`config.mk`:
```
export PLATFORM = sky130hd
export DESIGN_NAME = instr_fetch_unit
export DESIGN_NICKNAME = d
export VERILOG_FILES = /design/src/rtl/instr_fetch_unit_pkg.sv /design/src/rtl/instr_fetch_unit_perf_cnt.sv /design/src/rtl/instr_fetch_unit.sv
export SDC_FILE = /design/constraint.sdc
export NUM_CORES = 1
export LEC_CHECK = 0
export CAP_MARGIN = 20
export CELL_PAD_IN_SITES_DETAIL_PLACEMENT = 1
export CELL_PAD_IN_SITES_GLOBAL_PLACEMENT = 1
export CORE_ASPECT_RATIO = 0.5
export CORE_MARGIN = 2
export CORE_UTILIZATION = 36
export CTS_BUF_LIST = sky130_fd_sc_hd__clkbuf_4 sky130_fd_sc_hd__clkbuf_8
export CTS_CLUSTER_SIZE = 16
export DETAILED_ROUTE_END_ITERATION = 12
export PLACE_DENSITY = 0.84
export SYNTH_ARGS = -nofsm -noshare
export SYNTH_HDL_FRONTEND = slang
export SYNTH_SLANG_ARGS = --single-unit
```
`constraint.sdc`:
```
create_clock -name clk -period 7.4 [get_ports clk]
set_clock_uncertainty 0.05 [all_clocks]
set_input_delay 1.48 -clock clk [delete_from_list [all_inputs] [get_ports clk]]
set_output_delay 1.48 -clock clk [all_outputs]
set_load 0.05 [all_outputs]
```
`src/rtl/instr_fetch_unit_pkg.sv`:
```
// Shared RV32I definitions for the fetch unit: opcodes, the canonical NOP,
// fetch FSM state encoding and the PC-alignment helper.
package instr_fetch_unit_pkg;

  localparam logic [6:0] OP_ITYPE  = 7'b0010011;
  localparam logic [6:0] OP_LTYPE  = 7'b0000011;
  localparam logic [6:0] OP_RTYPE  = 7'b0110011;
  localparam logic [6:0] OP_STYPE  = 7'b0100011;
  localparam logic [6:0] OP_SBTYPE = 7'b1100011;
  localparam logic [6:0] OP_UTYPE  = 7'b0110111;
  localparam logic [6:0] OP_UJTYPE = 7'b1101111;

  localparam logic [31:0] RV_NOP = 32'h0000_0013;

  typedef enum logic [1:0] {
    S_REQ  = 2'd0,
    S_WAIT = 2'd1,
    S_HOLD = 2'd2
  } ifu_state_e;

  function automatic logic [31:0] word_align(input logic [31:0] pc);
    return {pc[31:2], 2'b00};
  endfunction

endpackage

```
`src/rtl/instr_fetch_unit_perf_cnt.sv`:
```
// Fetch/flush event counters for the fetch unit; only instantiated when
// IFU_PERF_EN is defined. Both counters wrap at 2^32.
module ifu_perf_cnt (
  input  logic        clk,
  input  logic        rst,
  input  logic        fetch_inc_i,
  input  logic        flush_inc_i,
  output logic [31:0] perf_fetched_o,
  output logic [31:0] perf_flushed_o
);

  logic [31:0] fetched_q, flushed_q;

  always_ff @(posedge clk or posedge rst) begin
    if (rst) begin
      fetched_q <= '0;
      flushed_q <= '0;
    end else begin
      if (fetch_inc_i) fetched_q <= fetched_q + 32'd1;
      if (flush_inc_i) flushed_q <= flushed_q + 32'd1;
    end
  end

  assign perf_fetched_o = fetched_q;
  assign perf_flushed_o = flushed_q;

endmodule

```
`src/rtl/instr_fetch_unit.sv`:
```
// Single-outstanding instruction fetch unit with redirect/squash support.
// Optional IFU_PERF_EN adds perf_fetched/perf_flushed event counters.
module instr_fetch_unit
  import instr_fetch_unit_pkg::*;
#(
  parameter logic [31:0] RESET_PC  = 32'h0000_0000,
  parameter logic [31:0] NOP_INSTR = RV_NOP
) (
  input  logic        clk,
  input  logic        reset,
  output logic        imem_req,
  output logic [31:0] imem_addr,
  input  logic        imem_gnt,
  input  logic        imem_rvalid,
  input  logic [31:0] imem_rdata,
  output logic        instr_valid,
  input  logic        instr_ready,
  output logic [31:0] instr,
  output logic [31:0] instr_pc,
  input  logic        redirect,
  input  logic [31:0] redirect_pc,
  output logic        misalign_err
`ifdef IFU_PERF_EN
  ,
  output logic [31:0] perf_fetched,
  output logic [31:0] perf_flushed
`endif
);

  ifu_state_e  state_q, state_d;
  logic [31:0] pc_q, pc_d;
  logic        kill_q, kill_d;
  logic        req_q, req_d;
  logic        valid_q, valid_d;
  logic [31:0] instr_q, instr_d;
  logic [31:0] ipc_q, ipc_d;
  logic        mis_q, mis_d;
  logic [31:0] target;
  logic        gnt_acc;
  logic        fetch_evt, flush_evt;

  assign target  = word_align(redirect_pc);
  // req_q is 0 for the first cycle out of reset, so a stray gnt there is not a handshake
  assign gnt_acc = (state_q == S_REQ) && req_q && imem_gnt;

  always_comb begin
    state_d   = state_q;
    pc_d      = pc_q;
    kill_d    = kill_q;
    valid_d   = valid_q;
    instr_d   = instr_q;
    ipc_d     = ipc_q;
    mis_d     = redirect && (redirect_pc[1:0] != 2'b00);
    fetch_evt = 1'b0;
    flush_evt = 1'b0;
    case (state_q)
      S_REQ: begin
        if (gnt_acc) state_d = S_WAIT;
        if (redirect) begin
          pc_d = target;
          if (gnt_acc) kill_d = 1'b1;
        end
      end
      S_WAIT: begin
        if (redirect) begin
          pc_d = target;
          if (imem_rvalid) begin
            kill_d    = 1'b0;
            state_d   = S_REQ;
            flush_evt = 1'b1;
          end else begin
            kill_d = 1'b1;
          end
        end else if (imem_rvalid) begin
          if (kill_q) begin
            kill_d    = 1'b0;
            state_d   = S_REQ;
            flush_evt = 1'b1;
          end else begin
            instr_d = imem_rdata;
            ipc_d   = pc_q;
            valid_d = 1'b1;
            state_d = S_HOLD;
          end
        end
      end
      S_HOLD: begin
        fetch_evt = instr_ready;
        if (redirect) begin
          valid_d   = 1'b0;
          instr_d   = NOP_INSTR;
          pc_d      = target;
          state_d   = S_REQ;
          flush_evt = 1'b1;
        end else if (instr_ready) begin
          valid_d = 1'b0;
          instr_d = NOP_INSTR;
          pc_d    = pc_q + 32'd4;
          state_d = S_REQ;
        end
      end
      default: state_d = S_REQ;
    endcase
    req_d = (state_d == S_REQ);
  end

  always_ff @(posedge clk or posedge reset) begin
    if (reset) begin
      state_q <= S_REQ;
      pc_q    <= RESET_PC;
      kill_q  <= 1'b0;
      req_q   <= 1'b0;
      valid_q <= 1'b0;
      instr_q <= NOP_INSTR;
      ipc_q   <= '0;
      mis_q   <= 1'b0;
    end else begin
      state_q <= state_d;
      pc_q    <= pc_d;
      kill_q  <= kill_d;
      req_q   <= req_d;
      valid_q <= valid_d;
      instr_q <= instr_d;
      ipc_q   <= ipc_d;
      mis_q   <= mis_d;
    end
  end

  assign imem_req     = req_q;
  assign imem_addr    = pc_q;
  assign instr_valid  = valid_q;
  assign instr        = instr_q;
  assign instr_pc     = ipc_q;
  assign misalign_err = mis_q;

`ifdef IFU_PERF_EN
  ifu_perf_cnt u_perf (
    .clk            (clk),
    .rst            (reset),
    .fetch_inc_i    (fetch_evt),
    .flush_inc_i    (flush_evt),
    .perf_fetched_o (perf_fetched),
    .perf_flushed_o (perf_flushed)
  );
`else
  logic unused_evt;
  assign unused_evt = fetch_evt ^ flush_evt;
`endif

endmodule

```
==> impl_results.md, run 1 <==
- Run status: complete, no violations
- Internal power: 1.34 mW
- Total CTS buffers: 9
- Count of hold buffers inserted by post-cts repair: 0
- Number of register bits inferred by synthesis: 98
- Ordered list of cells on the worst path: clkdlybuf4s50_1, a21oi_1, a21o_1, or3_1, o21ai_0, a311oi_1
- Area after DPL: 6370 um^2
- Cell area after synthesis: 4630 um^2
- First-pass GRT wire length: 24700 um
- Ports: 169
- Fraction of the yosys area taken by sequential cells: 53.0%
- Summed area of non-filler cells in the final layout: 6540 um^2
- Total GRT Usage: 22.5%
- Wire length per cell after detailed routing: 18.1 um
- Predominant post-synthesis flop cell: sky130_fd_sc_hd__dfrtp_1
- Accumulated negative setup slack: 0 ns
- Required time at the worst-slack endpoint: 7.63 ns
- Number of global-route vias before repair: 4686
- WHS Endpoint: instr[0]$_DFFE_PP1P_
- Yosys synthesis warning count: 0
- Pin count of the biggest net entering global routing: 58
- Die height: 84.2 um
- Post-detailed-route via-to-cell ratio: 5.24
- Leakage power: 2.88 nW
- Endpoints failing setup: 0
- Max Fclk: 295 MHz
- Largest area contributor in the netlist: sky130_fd_sc_hd__dfrtp_1
- Share of synthesized flip-flops with an asynchronous set or reset: 100%
- Power share of the clock group: 11.7%
- Non-filler instance count after layout: 845
- Crit Path Max Fanout: 26
- Reg power frac: 33.3%
- Cell family with most CP delay: compound AO/OA/AOI/OAI gates
- Number of distinct standard cells referenced by the synthesized netlist: 60
- Number of synthesized flops with an enable pin: 0
- Master cell of the clock root buffer: sky130_fd_sc_hd__clkbuf_8
- Type of the worst min-delay path: flop to flop
- Share of the synthesized area in the top cell type: 51.3%
- Category of the worst setup path capture point: flop
- Initial core utilization: 36.7%
- RSZ-0062 raised after global routing: no
- Post-synthesis instance total: 525
- Worst skew pair latency: 0.37 ns
- Relative contribution of combinational cells to total power: 55.0%
- Psw: 1.36 mW
- Fraction of met2 tracks used by global routing: 37.2%
- Tmin final: 3.39 ns
- Overall routed net length: 15300 um
- CTS sink cnt: 98
- Worst path slowest cell: sky130_fd_sc_hd__a21o_1
- Die width: 164 um
- CTS tree: built
- Switching fraction of total power: 50.4%
- Critical register-to-register path endpoint: imem_addr[24]$_DFFE_PP0P_
- Met3 global-route usage: 5.43%
- Buffer and inverter count on the worst path: 1
- Number of antenna violations at the first check in global routing: 0
- Grt total ovfl: 0
- Final Max Slew Viols: 0
- Count of unresolved DRC violations after routing: 0
- Hold Worst Slack: 0.429 ns
- Max Cap Violations: 0
- Number of stages on the worst hold path: 2
- Worst setup SP type: input port
- Standard-cell row count: 29
- Final count of hold timing violations: 0
- Setup WS pre-CTS: 3.62 ns
- Startpoint of the tightest hold check path: instr[0]$_DFFE_PP1P_
- Reg2reg path depth: 6
- Ranking of synthesized cells by area: sky130_fd_sc_hd__dfrtp_1 (51%), sky130_fd_sc_hd__nand2_1 (14%), sky130_fd_sc_hd__nand3_1 (4.0%)
- Post-route fraction of the period consumed by the critical path: 45.8%
- # Post-CTS Setup Buffers: 0
- Post-CTS sizing: 0
- Total vias in the final route: 4430
- Layer with the highest usage: met2
- Clk buf depth: 2
- Core area: 12600 um^2
- Source of the worst register-to-register timing path: imem_addr[2]$_DFFE_PP0P_
- Clock transition at the registers of the reported paths: 0.10 ns
- Number of iterations in the first detailed-routing pass: 4
- Share of layout cells above drive strength 1: 7.11%
- Dpl hpwl: 10600 um
- Antenna-violating nets left: 0
- Pwr per Cell Area: 414 nW/um^2
- Slew @ Worst Pin: 0.900 ns
- Count of input and output buffers: 164
- Number of DRC markers after the initial detailed-route iteration: 245
- Area growth from synthesis to final layout: 41.2%
- Final Worst Setup Slack: 4.01 ns
- Antenna cell count: 0
- Maximum vdd ir drop: 230 uV
- Avg Synthesized Cell Area: 8.83 um^2
- Post-layout net count: 741
- CP max stage delay: 0.71 ns
- Slack of the worst reg-to-reg path: 4.90 ns
- Depth of the CTS H-tree: 3
- Die area: 13900 um^2
- Instance count after placement with tap cells included: 829
- Critical path class: input port to flop
- Placer Congestion: 0.766
- Met1 track demand over resource: 30.2%
- Crit path arrival time: 3.62 ns
- Max_slew headroom: 40.0%
kinds of logic after synthesis:
family                     Yosys count  share of synthesized area (%)
adders and majority gates            1                          0.270
buffers and inverters               46                           4.89
and+or+nand+nor                    286                           28.5
DFF                                 98                           53.0
AOI/OAI and AO/OA                   91                           12.8
other                                1                         0.0809
muxes                                2                          0.459
cells in the mapped netlist, types with 3 or more instances:
cell,number
sky130_fd_sc_hd__a311oi_1,6
sky130_fd_sc_hd__and4_1,5
sky130_fd_sc_hd__dfstp_2,3
sky130_fd_sc_hd__clkbuf_1,24
sky130_fd_sc_hd__o21ai_0,17
sky130_fd_sc_hd__a21oi_1,21
sky130_fd_sc_hd__buf_2,7
sky130_fd_sc_hd__nand4_1,5
sky130_fd_sc_hd__or3_1,4
sky130_fd_sc_hd__o32ai_1,3
sky130_fd_sc_hd__buf_4,4
sky130_fd_sc_hd__inv_1,5
sky130_fd_sc_hd__a211oi_1,6
sky130_fd_sc_hd__o22ai_1,4
sky130_fd_sc_hd__nor4_1,4
sky130_fd_sc_hd__a31oi_1,11
sky130_fd_sc_hd__o22a_1,5
sky130_fd_sc_hd__nor3_1,5
sky130_fd_sc_hd__nand2_1,176
sky130_fd_sc_hd__nor2_1,24
sky130_fd_sc_hd__and3_1,6
sky130_fd_sc_hd__dfrtp_1,95
sky130_fd_sc_hd__o21a_1,5
sky130_fd_sc_hd__nand3_1,37
metal layers:
metal | part of all wire, % | up-vias | wire, um
met5 | 0 | - | 0
met4 | 1.0 | 0 | 156
met3 | 6.0 | 12 | 922
met2 | 48 | 131 | 7340
met1 | 45 | 2197 | 6880
li1 | - | 2090 | -
placed cells by master, fill, tap and decap left out, types with 5 or more instances in the layout:
cell                              synthesis  layout
sky130_fd_sc_hd__and3_1                   6       6
sky130_fd_sc_hd__o21ai_0                 17      17
sky130_fd_sc_hd__o21a_1                   5       5
sky130_fd_sc_hd__nand4_1                  5       5
sky130_fd_sc_hd__nor2_1                  24      24
sky130_fd_sc_hd__dfrtp_1                 95      95
sky130_fd_sc_hd__o22a_1                   5       5
sky130_fd_sc_hd__and4_1                   5       5
sky130_fd_sc_hd__a211oi_1                 6       6
sky130_fd_sc_hd__a21oi_1                 21      20
sky130_fd_sc_hd__buf_4                    4       8
sky130_fd_sc_hd__nand3_1                 37      37
sky130_fd_sc_hd__a311oi_1                 6       6
sky130_fd_sc_hd__a31oi_1                 11      11
sky130_fd_sc_hd__nand2_1                176     176
sky130_fd_sc_hd__clkbuf_8                 2       9
sky130_fd_sc_hd__clkdlybuf4s50_1          0     164
power groups by stage:
| stage | clock network (mW) | registers [mW] | logic (mW) |
|---|---|---|---|
| after floorplan | 0 | 1.58 | 0.279 |
| after CTS | 0.330 | 0.903 | 1.50 |
| after global routing | 0.355 | 0.932 | 1.57 |
| after detailed placement | 0 | 0.913 | 1.50 |
| final | 0.317 | 0.902 | 1.49 |
| after global placement | 0 | 0.902 | 1.47 |
final cells by class:
class / instances / area [um^2]
clock buffers: 9 / 124
clock inverters: 7 / 46.3
fillers: 1504 / 6080
inverters: 5 / 21.3
multi-input cells: 384 / 1980
flip-flops and latches: 98 / 2460
well taps: 170 / 213
repair buffers: 172 / 1700
registers in the layout, summed over array words and instances, names as in the netlist:
name and count:
state_q 2, kill_q 1, instr 32, misalign_err 1, imem_addr 30, imem_req 1, instr_valid 1, instr_pc 30
worst max-delay path by stage:
stage                   from                         to  slack (ns)  cells past startpoint
finish              redirect  imem_addr[21]$_DFFE_PP0P_        4.01                      6
global route        redirect  imem_addr[21]$_DFFE_PP0P_        3.83                      6
global placement    redirect  imem_addr[26]$_DFFE_PP0P_        3.71                      6
CTS                 redirect  imem_addr[21]$_DFFE_PP0P_        4.00                      6
floorplan              reset  imem_addr[10]$_DFFE_PP0P_        3.31                      1
detailed placement  redirect  imem_addr[21]$_DFFE_PP0P_        3.62                      6
per-stage QoR:
stage	total power, mW	utilization [%]
floorplan	1.86	-
global placement	2.37	50.5
detailed placement	2.41	50.5
CTS	2.73	51.8
global route	2.85	51.8
finish	2.71	51.8
tightest hold or removal path, delay by kind of cell, from the launching register on:
kind | cells | cell delay (ns)
flip-flops | 1 | 0.38
AO/OA/AOI/OAI | 1 | 0.06
buffers and inverters | 1 | 0.04
Power figures use the tool's default switching activity.
==> run 2: changes to the inputs <==
CORE_UTILIZATION = 30   (was 36)
PLACE_DENSITY = 0.74   (was 0.84)
clock period = 2.85 ns   (was 7.4 ns; I/O delays follow)
==> impl_results.md, run 2 (synthesis gave the netlist of run 1 again) <==
- Standard-cell row count: 32
- Pwr per Cell Area: 1080 nW/um^2
- Commonest non-fill, non-tap cells in the layout: sky130_fd_sc_hd__nand2_1 (176), sky130_fd_sc_hd__clkdlybuf4s50_1 (164), sky130_fd_sc_hd__dfrtp_1 (95)
- Slew @ Worst Pin: 0.574 ns
- Max Cap Violations: 0
- Max Fclk: 413 MHz
- Number of global-route vias before repair: 4648
- Count of unresolved DRC violations after routing: 0
- Area growth from synthesis to final layout: 45.0%
- Overall routed net length: 15100 um
- # Post-CTS Setup Buffers: 0
- Placer Congestion: 0.776
- Die height: 91.9 um
- Ordered list of cells on the worst path: clkdlybuf4s50_1
- Antenna cell count: 0
- Leakage power: 2.94 nW
- Clock transition at the registers of the reported paths: 0.11 ns
- Final count of hold timing violations: 0
- Post-detailed-route via-to-cell ratio: 4.98
- Critical path class: flop to output pin
- Master cell of the clock root buffer: sky130_fd_sc_hd__clkbuf_8
- Category of the worst setup path capture point: output pin
- Die area: 16500 um^2
- Initial core utilization: 30.4%
- Total CTS buffers: 9
- Worst path slowest cell: sky130_fd_sc_hd__clkdlybuf4s50_1
- Die width: 180 um
- Accumulated negative setup slack: 0 ns
- Cell family with most CP delay: buffers and inverters
- Buffer and inverter count on the worst path: 1
- Worst skew pair latency: 0.37 ns
- Share of layout cells above drive strength 1: 7.93%
- Run status: complete, no violations
- Required time at the worst-slack endpoint: 2.23 ns
- Count of input and output buffers: 164
- Psw: 3.54 mW
- Tmin final: 2.42 ns
- RSZ-0062 raised after global routing: no
- Power, Total: 7.24 mW
- Number of antenna violations at the first check in global routing: 0
- Count of hold buffers inserted by post-cts repair: 0
- Type of the worst min-delay path: flop to flop
- Switching fraction of total power: 49.0%
- Post-layout net count: 747
- Ports: 169
- Number of DRC markers after the initial detailed-route iteration: 218
- Dpl hpwl: 10700 um
- Maximum vdd ir drop: 298 uV
- First-pass GRT wire length: 25000 um
- Internal power: 3.69 mW
- Number of iterations in the first detailed-routing pass: 4
- Setup WS pre-CTS: 0.304 ns
- CP max stage delay: 0.87 ns
- Total vias in the final route: 4409
- Most common cell after layout, fill and taps aside: sky130_fd_sc_hd__nand2_1
- Crit Path Max Fanout: 9
- Antenna-violating nets left: 0
- Crit path arrival time: 1.80 ns
- Final Worst Setup Slack: 0.429 ns
- Max_slew headroom: 61.7%
- Post-route fraction of the period consumed by the critical path: 85.0%
- Core area: 15300 um^2
- CTS sink cnt: 98
- Grt total ovfl: 0
- Max reg flops: 32
- Clk buf depth: 2
- Endpoints failing setup: 0
- Power share of the clock group: 14.2%
- Reg power frac: 32.4%
- Worst setup SP type: flop
- Hold Worst Slack: 0.433 ns
- Post-CTS sizing: 0
- Wire length per cell after detailed routing: 17.0 um
- Pin count of the biggest net entering global routing: 99
- Relative contribution of combinational cells to total power: 53.4%
- Total GRT Usage: 18.6%
- CTS tree: built
- Final Max Slew Viols: 0
- Depth of the CTS H-tree: 3
-- run 2: changes by cell type in the layout (fill, tap and decap cells not counted), sizes merged --
cell      before  now
clkinvlp       3    2
clkinv         4    2
clkbuf         9   10
buf            8   14
bufinv         0    2
-- run 2: area by class of cell --
cell class	instances	area [um^2]
Sequential cell	98	2460
Fill cell	1774	8530
Tap cell	204	255
Clock inverter	6	90.1
Inverter	5	22.5
Timing Repair Buffer	178	1780
Clock buffer	10	131
Multi-Input combinational cell	384	1980
-- run 2: metal layers --
metal | up-vias | part of all wire (%) | track usage [%]
li1 | 2103 | - | -
met3 | 6 | 2.7 | 2.98
met2 | 73 | 49 | 33.0
met1 | 2227 | 48 | 24.6
met5 | - | 0 | 0
met4 | 0 | 0.48 | 2.78
-- run 2: per-stage QoR --
step	std cells	util, %	instance area (um^2)
detailed placement	869	42.6	6500
global placement	869	42.6	6500
finish	885	44.1	6720
global route	885	44.1	6720
CTS	885	44.1	6720
floorplan	528	-	4650
-- run 2: final timing paths --
path / end / from / slack (ns) / cells past startpoint
hold reg to reg: instr[1]$_DFFE_PP1P_ / instr[1]$_DFFE_PP1P_ / 0.43 / 2
setup / recovery: imem_addr[9] / imem_addr[9]$_DFFE_PP0P_ / 0.43 / 1
setup reg to reg: imem_addr[24]$_DFFE_PP0P_ / imem_addr[2]$_DFFE_PP0P_ / 0.55 / 6
hold / removal: instr[1]$_DFFE_PP1P_ / instr[1]$_DFFE_PP1P_ / 0.43 / 2
min in group asynchronous: instr[23]$_DFFE_PP0P_ / reset / 0.66 / 3
max in group asynchronous: imem_addr[22]$_DFFE_PP0P_ / reset / 1.67 / 3
-- run 2: worst min-delay path, delay by kind of cell, from the launching register on --
family                 cells  cell delay, ns
flip-flops                 1            0.38
AO/OA/AOI/OAI              1            0.06
buffers and inverters      1            0.04
-- run 2: power by group through the flow --
stage | registers [mW] | logic, mW | clock network, mW
floorplan | 4.09 | 0.726 | 0
global placement | 2.34 | 3.84 | 0
detailed placement | 2.38 | 3.90 | 0
CTS | 2.35 | 3.90 | 1.07
global route | 2.43 | 4.07 | 1.11
finish | 2.35 | 3.86 | 1.03
==> run 3: changes to the inputs <==
CORE_UTILIZATION = 34   (was 30)
PLACE_DENSITY = 0.79   (was 0.74)
clock period = 2.4 ns   (was 2.85 ns; I/O delays follow)
==> impl_results.md, run 3 (synthesis gave the netlist of run 1 again) <==
- Run status: complete, no violations
- Post-layout net count: 763
- Filler instances: 1552
- Pwr per Cell Area: 1280 nW/um^2
- Commonest non-fill, non-tap cells in the layout: sky130_fd_sc_hd__nand2_1 (176), sky130_fd_sc_hd__clkdlybuf4s50_1 (164), sky130_fd_sc_hd__dfrtp_1 (95)
- Critical register-to-register path endpoint: imem_addr[28]$_DFFE_PP0P_
- Type of the worst min-delay path: flop to flop
- Total CTS buffers: 9
- Dpl hpwl: 10700 um
- First-pass GRT wire length: 24300 um
- Post-CTS sizing: 0
- Category of the worst setup path capture point: output pin
- Slew @ Worst Pin: 0.565 ns
- Psw: 4.22 mW
- CTS sink cnt: 98
- Post-layout utilization of the core: 51.1%
- Share of layout cells above drive strength 1: 10.0%
- Die height: 86.6 um
- Worst path slowest cell: sky130_fd_sc_hd__clkdlybuf4s50_1
- # Post-CTS Setup Buffers: 0
- Worst skew pair latency: 0.38 ns
- Crit Path Max Fanout: 6
- Slack of the worst reg-to-reg path: 0.17 ns
- Post-detailed-route via-to-cell ratio: 5.16
- Tmin final: 2.32 ns
- Buffer and inverter count on the worst path: 1
- Count of unresolved DRC violations after routing: 0
- Cell family with most CP delay: buffers and inverters
- Die width: 169 um
- Number of global-route vias before repair: 4580
- Leakage power: 3.05 nW
- Placer Congestion: 0.815
- Clock transition at the registers of the reported paths: 0.11 ns
- Ports: 169
- Total GRT Usage: 20.9%
- Wire length per cell after detailed routing: 17.4 um
- Total vias in the final route: 4509
- Internal power: 4.56 mW
- Die area: 14600 um^2
- Antenna cell count: 0
- Pin count of the biggest net entering global routing: 99
- Clk buf depth: 2
- Count of hold buffers inserted by post-cts repair: 0
- Number of DRC markers after the initial detailed-route iteration: 281
- RSZ-0062 raised after global routing: no
- Final count of hold timing violations: 0
- Depth of the CTS H-tree: 3
- Max Cap Violations: 0
- Max_slew headroom: 62.2%
- CP max stage delay: 0.88 ns
- Crit path arrival time: 1.79 ns
- Relative contribution of combinational cells to total power: 53.4%
- Area growth from synthesis to final layout: 48.1%
- Power, Total: 8.78 mW
- Required time at the worst-slack endpoint: 1.87 ns
- Count of input and output buffers: 164
- Worst setup SP type: flop
- Endpoints failing setup: 0
- WHS Endpoint: instr[0]$_DFFE_PP1P_
- Overall routed net length: 15200 um
- Setup WS pre-CTS: 0.0531 ns
- Number of stages on the worst hold path: 2
- Post-route fraction of the period consumed by the critical path: 96.5%
- CTS tree: built
- Critical path class: flop to output pin
- Max reg flops: 32
- Final Worst Setup Slack: 0.0843 ns
- Maximum vdd ir drop: 416 uV
- Reg2reg path depth: 6
- Startpoint of the tightest hold check path: instr[0]$_DFFE_PP1P_
- Power share of the clock group: 15.2%
- Master cell of the clock root buffer: sky130_fd_sc_hd__clkbuf_8
- Switching fraction of total power: 48.1%
- Standard-cell row count: 30
- Core area: 13400 um^2
- Initial core utilization: 34.5%
- Ordered list of cells on the worst path: clkdlybuf4s50_1
- Accumulated negative setup slack: 0 ns
- Most common cell after layout, fill and taps aside: sky130_fd_sc_hd__nand2_1
- Hold Worst Slack: 0.429 ns
- Max Fclk: 432 MHz
- Grt total ovfl: 0
- Number of antenna violations at the first check in global routing: 0
- Reg power frac: 31.4%
- Number of iterations in the first detailed-routing pass: 4
- Source of the worst register-to-register timing path: imem_addr[3]$_DFFE_PP0P_
- Antenna-violating nets left: 0
- Final Max Slew Viols: 0
==> run 3: changes by cell type in the layout (fill, tap and decap cells not counted) <==
cell | previous run | this run
sky130_fd_sc_hd__buf_12 | 3 | 5
sky130_fd_sc_hd__clkbuf_8 | 9 | 10
sky130_fd_sc_hd__buf_4 | 11 | 25
sky130_fd_sc_hd__clkinv_2 | 1 | 0
sky130_fd_sc_hd__clkbuf_4 | 1 | 0
sky130_fd_sc_hd__clkinvlp_4 | 2 | 3
sky130_fd_sc_hd__inv_6 | 1 | 0
sky130_fd_sc_hd__bufinv_16 | 2 | 3
==> run 3: worst max path at each step <==
stage / start / endpoint / slack, ns / cells past startpoint
final: imem_addr[12]$_DFFE_PP0P_ / imem_addr[12] / 0.08 / 1
after global routing: imem_addr[3]$_DFFE_PP0P_ / imem_addr[28]$_DFFE_PP0P_ / 0.02 / 6
after CTS: imem_addr[12]$_DFFE_PP0P_ / imem_addr[12] / 0.07 / 1
after detailed placement: redirect / imem_addr[11]$_DFFE_PP0P_ / 0.05 / 6
after global placement: redirect / imem_addr[29]$_DFFE_PP0P_ / 0.17 / 6
after floorplan: imem_addr[2]$_DFFE_PP0P_ / imem_addr[24]$_DFFE_PP0P_ / 0.04 / 7
==> run 3: tightest hold or removal path: stages (launching register included) <==
cell	delay [ns]
sky130_fd_sc_hd__dfstp_2	0.38
sky130_fd_sc_hd__inv_1	0.04
sky130_fd_sc_hd__a31oi_1	0.06
==> run 3: power groups by stage <==
| stage | sequential [mW] | combinational [mW] | clock, mW |
|---|---|---|---|
| 4_1_cts | 2.76 | 4.73 | 1.38 |
| 6_report | 2.76 | 4.69 | 1.34 |
| 5_1_grt | 2.84 | 4.93 | 1.44 |
| 3_3_place_gp | 2.76 | 4.64 | 0 |
| 2_1_floorplan | 4.86 | 0.862 | 0 |
| 3_5_place_dp | 2.79 | 4.71 | 0 |
==> run 3: layout make-up <==
cell class / count / area [um^2] / area share [%]
sequential: 98 / 2460 / 35.8
multi-input combinational: 384 / 1980 / 28.9
clock buffer: 10 / 138 / 2.01
inverter: 5 / 22.5 / 0.328
clock inverter: 6 / 114 / 1.66
tap: 176 / 220 / 3.21
timing repair buffer: 194 / 1930 / 28.1
==> run 3: layer usage <==
metal	share of wire (%)	GRT usage, %
met5	0	0
met4	1.2	4.20
met3	4.9	4.34
met2	49	35.8
met1	45	28.0
==> run 3: per-stage QoR <==
step | area, um^2 | cells
floorplan | 4650 | 528
global placement | 6610 | 857
detailed placement | 6610 | 857
CTS | 6860 | 873
global route | 6860 | 873
finish | 6860 | 873
